### config.mk
export PLATFORM = sky130hd
export DESIGN_NAME = seg7_scan
export DESIGN_NICKNAME = d
export VERILOG_FILES = /design/src/rtl/seg7_pkg.sv /design/src/rtl/seg7_scan_hex7_decode.sv /design/src/rtl/seg7_scan.sv
export SDC_FILE = /design/constraint.sdc
export NUM_CORES = 1
export LEC_CHECK = 0
export ABC_AREA = 0
export CORE_ASPECT_RATIO = 0.75
export CORE_MARGIN = 2
export CORE_UTILIZATION = 40
export CTS_CLUSTER_SIZE = 28
export DETAILED_ROUTE_END_ITERATION = 12
export DONT_BUFFER_PORTS = 1
export PLACE_DENSITY_LB_ADDON = 0.1
export REMOVE_ABC_BUFFERS = 1
export SYNTH_ARGS = -nofsm -noshare
export SYNTH_HDL_FRONTEND = slang
export SYNTH_HIERARCHICAL = 1
export SYNTH_SLANG_ARGS = --single-unit
export TNS_END_PERCENT = 1
### constraint.sdc
create_clock -name clk_in -period 6.1 [get_ports clk_in]
set_input_delay 1.525 -clock clk_in [delete_from_list [all_inputs] [get_ports clk_in]]
set_output_delay 1.525 -clock clk_in [all_outputs]
set_load 0.005 [all_outputs]
### src/rtl/seg7_pkg.sv
// Shared constants for the 8-digit seven-segment scanner.
package seg7_pkg;

  localparam int unsigned NUM_DIGITS = 8;
  localparam int unsigned IDX_W      = 3;
  localparam int unsigned SEG_W      = 7;

  // Scan FSM encoding
  localparam logic [0:0] ST_SHOW  = 1'b0;
  localparam logic [0:0] ST_BLANK = 1'b1;

  // All-dark levels for the active-low anode and cathode buses
  localparam logic [NUM_DIGITS-1:0] AN_OFF  = 8'hFF;
  localparam logic [SEG_W-1:0]      SEG_OFF = 7'h7F;

  // Active-low hex glyphs, bit order {g,f,e,d,c,b,a}
  localparam logic [SEG_W-1:0] SEG_LUT [16] = '{
    7'h40, 7'h79, 7'h24, 7'h30, 7'h19, 7'h12, 7'h02, 7'h78,
    7'h00, 7'h10, 7'h08, 7'h03, 7'h46, 7'h21, 7'h06, 7'h0E
  };

endpackage

### src/rtl/seg7_scan_hex7_decode.sv
// Nibble to active-low seven-segment glyph.
module hex7_decode
  import seg7_pkg::*;
(
  input  logic [3:0]       nib_i,
  output logic [SEG_W-1:0] seg_c
);

  // Table lookup
  always_comb begin
    seg_c = SEG_LUT[nib_i];
  end

endmodule

### src/rtl/seg7_scan.sv
// Multiplexed 8-digit seven-segment scanner with anti-ghost blanking,
// decimal points and optional leading-zero suppression.
module seg7_scan
  import seg7_pkg::*;
#(
  parameter int unsigned TICK_DIV  = 100000,
  parameter int unsigned BLANK_CYC = 64
) (
  input  logic                  clk_in,
  input  logic                  rst,
  input  logic [31:0]           value,
  input  logic                  load,
  input  logic [NUM_DIGITS-1:0] dp_mask,
  input  logic                  lz_blank,
  output logic [NUM_DIGITS-1:0] an,
  output logic [SEG_W-1:0]      seg,
  output logic                  dp,
  output logic                  frame_done
);

  localparam int unsigned CNT_MAX = (TICK_DIV > BLANK_CYC) ? TICK_DIV : BLANK_CYC;
  localparam int unsigned CNT_W   = (CNT_MAX > 1) ? $clog2(CNT_MAX) : 1;

  logic [0:0]            state_q, state_d;
  logic [IDX_W-1:0]      idx_q, idx_d;
  logic [CNT_W-1:0]      cnt_q, cnt_d;
  logic [31:0]           shadow_q;
  logic [3:0]            nib_q, nib_c;
  logic                  uz_q, uz_c;
  logic                  wrap_c;
  logic                  slot_start_c;
  logic                  blank_digit_c;
  logic [SEG_W-1:0]      seg_dec_c;
  logic [NUM_DIGITS-1:0] an_q, an_d;
  logic [SEG_W-1:0]      seg_q, seg_d;
  logic                  dp_q, dp_d;
  logic                  fd_q;

  // Prescaler and SHOW/BLANK sequencing
  always_comb begin
    state_d = state_q;
    idx_d   = idx_q;
    cnt_d   = cnt_q + CNT_W'(1);
    wrap_c  = 1'b0;
    case (state_q)
      ST_SHOW: begin
        if (cnt_q == CNT_W'(TICK_DIV - 1)) begin
          state_d = ST_BLANK;
          cnt_d   = '0;
        end
      end
      default: begin
        if (cnt_q == CNT_W'(BLANK_CYC - 1)) begin
          state_d = ST_SHOW;
          cnt_d   = '0;
          idx_d   = idx_q + IDX_W'(1);
          wrap_c  = (idx_q == IDX_W'(NUM_DIGITS - 1));
        end
      end
    endcase
  end

  // Freeze the digit's nibble and zero-suffix flag at slot start so a load
  // mid-slot only shows up from the next digit onward
  always_comb begin
    slot_start_c = (state_q == ST_SHOW) && (cnt_q == '0);
    nib_c        = nib_q;
    uz_c         = uz_q;
    if (slot_start_c) begin
      nib_c = shadow_q[{idx_q, 2'b00} +: 4];
      uz_c  = ((shadow_q >> {idx_q, 2'b00}) == 32'h0);
    end
  end

  hex7_decode u_dec (
    .nib_i (nib_c),
    .seg_c (seg_dec_c)
  );

  // Next output levels; dp_mask and lz_blank are used live
  always_comb begin
    blank_digit_c = lz_blank && (idx_q != '0) && uz_c;
    an_d          = AN_OFF;
    seg_d         = SEG_OFF;
    dp_d          = 1'b1;
    if ((state_q == ST_SHOW) && !blank_digit_c) begin
      an_d  = ~(NUM_DIGITS'(1) << idx_q);
      seg_d = seg_dec_c;
      dp_d  = ~dp_mask[idx_q];
    end
  end

  // State, shadow and registered outputs
  always_ff @(posedge clk_in) begin
    if (rst) begin
      state_q  <= ST_SHOW;
      idx_q    <= '0;
      cnt_q    <= '0;
      shadow_q <= 32'h0;
      nib_q    <= 4'h0;
      uz_q     <= 1'b1;
      an_q     <= AN_OFF;
      seg_q    <= SEG_OFF;
      dp_q     <= 1'b1;
      fd_q     <= 1'b0;
    end else begin
      state_q <= state_d;
      idx_q   <= idx_d;
      cnt_q   <= cnt_d;
      nib_q   <= nib_c;
      uz_q    <= uz_c;
      an_q    <= an_d;
      seg_q   <= seg_d;
      dp_q    <= dp_d;
      fd_q    <= wrap_c;
      if (load) begin
        shadow_q <= value;
      end
    end
  end

  assign an         = an_q;
  assign seg        = seg_q;
  assign dp         = dp_q;
  assign frame_done = fd_q;

endmodule

==> out/qor.yml <==
status:
  status: "finished, final reports clean"
logic_synthesis:
  synth-async-reset-ratio_pct: 0
  synth_commonest_cells: "dfxtp_1 (75), nor2_1 (75), mux2i_1 (41)"
  synth.yosys.seq_area_share_pct: 40.4
  syn_area_mm2: 0.00372
  synth_edf_count: 0
  synth_top_area_share_pct: 40.4
  synth.largest_area_cell: "dfxtp_1"
  synth_area_per_cell_um2: 9.48
  ys_ff_latch: 75
  ys_warn_count: 6
  ys_types: 51
  synthFlopType: "dfxtp_1"
  synth_area_leaders: "dfxtp_1 (40%), mux2i_1 (11%), nor2_1 (7.6%)"
  synth_cells: 392
layout:
  antenna_cells: 0
  area_growth_pct: 8.28
  fin_cells: 517
  nNetsFinal: 443
  nFillCells: 859
  regArea_mm2: 0.00150
  drive_above_1_share_pct: 9.25
  multi_input_area_mm2: 0.00205
power_and_ir_drop:
  leakagePower_nw: 1.60
  p_seq_share_pct: 48.9
  p_int_uw: 838
  p_switching_uw: 257
  p_comb_share_pct: 9.3
  p_clk_share_pct: 41.8
  p_sw_share_pct: 23.5
  peakVddDrop_mv: 0.190
  power_density_mw_per_mm2: 272
floorplan:
  pin_count: 61
  initial_core_util_pct: 41.1
  placement_rows: 30
  die_w_um: 115
  dieArea_mm2: 0.0101
  fp.dieH_um: 87.5
  core_mm2: 0.00905
sta:
  hold_viol: 0
  setup_violations: 0
  period_needed_ps: 3290
  fin_setup_tns_ps: 0
  timing.fmax_mhz: 304
  fin_skew_ps: 4.23
  slew_headroom_pct: 21.4
  rsz0062_at_grt: "false"
  timing.final.crit_share_pct: 53.9
  worst_pin_slew_ps: 1170
  worst_slack_ps: 2810
  maxSlewViolCount: 0
detailed_routing:
  dr_wl_met3_um: 534
  vias_per_cell: 5.20
  drc: 0
  drt_iter0_drc: 144
  drt-pass1-iter-count: 4
  drtAntennaViolNets: 0
  wl_um: 7960
  wl_met2_um: 3140
  wl_per_cell_um: 15.4
  top_layer: "met4"
  num_vias: 2687
  met1_length_um: 4180
clock_network:
  clkTransAtPathRegs_ps: 50
  cts_buffers: 9
  cts-root-buf: "clkbuf_16"
  h-tree-depth: 3
  ctsHoldBuffers: 0
  ctsResizeCount: 0
  post_cts_buffers: 0
  cts_tree: "done"
  cts.sinks: 75
  cts_max_path_buffers: 2
  insertion_delay_ps: 330
grt:
  grt_pass1_wl_um: 13200
  antenna_found_initial: 0
  overflow: 0
  grt_usage_pct: 17.0
  grt_pass1_vias: 2558
  grt_max_degree: 47
critical_path:
  timing.rr.end: "seg[3]"
  cp_max_fo: 23
  rr_worst_depth: 9
  critical_path_arrival_ps: 3510
  reg2reg_from: "idx_q[1]"
  startpoint_type: "register"
  r2r_slack_ps: 2810
  worstSetupPathType: "register to register"
  end_kind: "register"
  required_ps: 6320
hold_path:
  hold_depth: 1
  hold_end: "cnt_q[0]"
  min_path_type: "register to register"
  worstHoldStart: "cnt_q[0]"
placed_design:
  dp_slack_ps: 2800
  dpl.cell_count: 501
  numPortBuffers: 0
  place_congestion: 0.820
  hpwl_um: 5710
run:
  cap_violations: 0
==> layer usage <==
layer,vias up,GRT usage [%]
met2,76,23.3
li1,1351,-
met5,-,0
met3,8,6.19
met4,0,5.91
met1,1252,24.3
==> cell usage in the layout (no fill, tap or decap), types with 2 or more instances in the layout <==
| cell | n |
|---|---|
| inv_1 | 10 |
| o21ai_1 | 6 |
| nand4_1 | 8 |
| buf_4 | 2 |
| clkbuf_1 | 4 |
| inv_2 | 2 |
| o21a_1 | 2 |
| a21oi_1 | 6 |
| or2_1 | 9 |
| ha_1 | 15 |
| mux4_2 | 10 |
| nor3_1 | 8 |
| nor2_1 | 75 |
| dfxtp_1 | 75 |
| nand3b_1 | 3 |
| and3_1 | 6 |
| clkinv_2 | 3 |
| clkbuf_16 | 9 |
| a31oi_1 | 2 |
| and4_2 | 2 |
| o21ai_0 | 7 |
| nand2_1 | 22 |
| nor4_1 | 9 |
| xor2_1 | 9 |
| nor2b_1 | 4 |
| mux2i_1 | 41 |
| nand3_1 | 9 |
| or2_2 | 2 |
| xnor2_1 | 7 |
| and2_1 | 2 |
==> how the worst max path moves through the flow <==
stage / from / end / cells past startpoint
2_1_floorplan: idx_q[0] / seg[3] / 9
3_3_place_gp: idx_q[1] / seg[6] / 8
3_5_place_dp: idx_q[1] / seg[3] / 9
4_1_cts: idx_q[1] / seg[3] / 9
5_1_grt: idx_q[1] / seg[4] / 8
6_report: idx_q[1] / seg[3] / 9
==> layout make-up <==
| type | count | share of cell area, % |
|---|---|---|
| multi-input cells | 284 | 50.9 |
| repair buffers | 2 | 0.373 |
| inverters | 12 | 1.12 |
| well taps | 128 | 3.98 |
| clock buffers | 13 | 5.97 |
| clock inverters | 3 | 0.373 |
| flip-flops and latches | 75 | 37.3 |
==> metrics by stage <==
step | hold slack, ps | power, mW | instance area [um2] | utilization, %
final | 484 | 1.10 | 4030 | 44.5
after global routing | 506 | 1.15 | 4030 | 44.5
after CTS | 489 | 1.11 | 4030 | 44.5
after detailed placement | 476 | 0.647 | 3770 | 41.7
after global placement | 472 | 0.646 | 3770 | 41.7
after floorplan | 438 | 0.623 | 3590 | -
==> sequential cells by signal, indices dropped and copies added, names as in the netlist <==
signal	count
frame_done	1
shadow_q	32
uz_q	1
seg	7
nib_q	4
an	8
idx_q	3
cnt_q	17
state_q	1
dp	1
==> worst max-delay path, cell delays in order, from the launching register on <==
cell and delay [ps]:
dfxtp_1 960, mux4_2 380, mux2i_1 70, o21ai_0 640, inv_1 240, ha_1 360
nand2_2 50, a21oi_1 180, a31oi_1 60, or2_1 220
==> power by group through the flow <==
stage / registers, mW / clock network [mW] / logic [mW]
floorplan: 0.538 / 0 / 0.0843
global placement: 0.546 / 0 / 0.100
detailed placement: 0.546 / 0 / 0.102
CTS: 0.535 / 0.474 / 0.102
global route: 0.538 / 0.494 / 0.116
finish: 0.535 / 0.458 / 0.102
==> cells by family (layout without fill, tap and decap cells) <==
| family | after synthesis | in the layout | share of synthesized area (%) |
|---|---|---|---|
| AOI/OAI and AO/OA | 33 | 33 | 6.13 |
| xor gates and xnor gates | 16 | 16 | 3.77 |
| and+or+nand+nor | 167 | 167 | 22.0 |
| muxes | 53 | 53 | 18.1 |
| DFF | 75 | 75 | 40.4 |
| adders and majority gates | 15 | 15 | 5.05 |
| buffers and inverters | 33 | 30 | 4.51 |
Note: power is estimated with default switching activity, not from simulation.
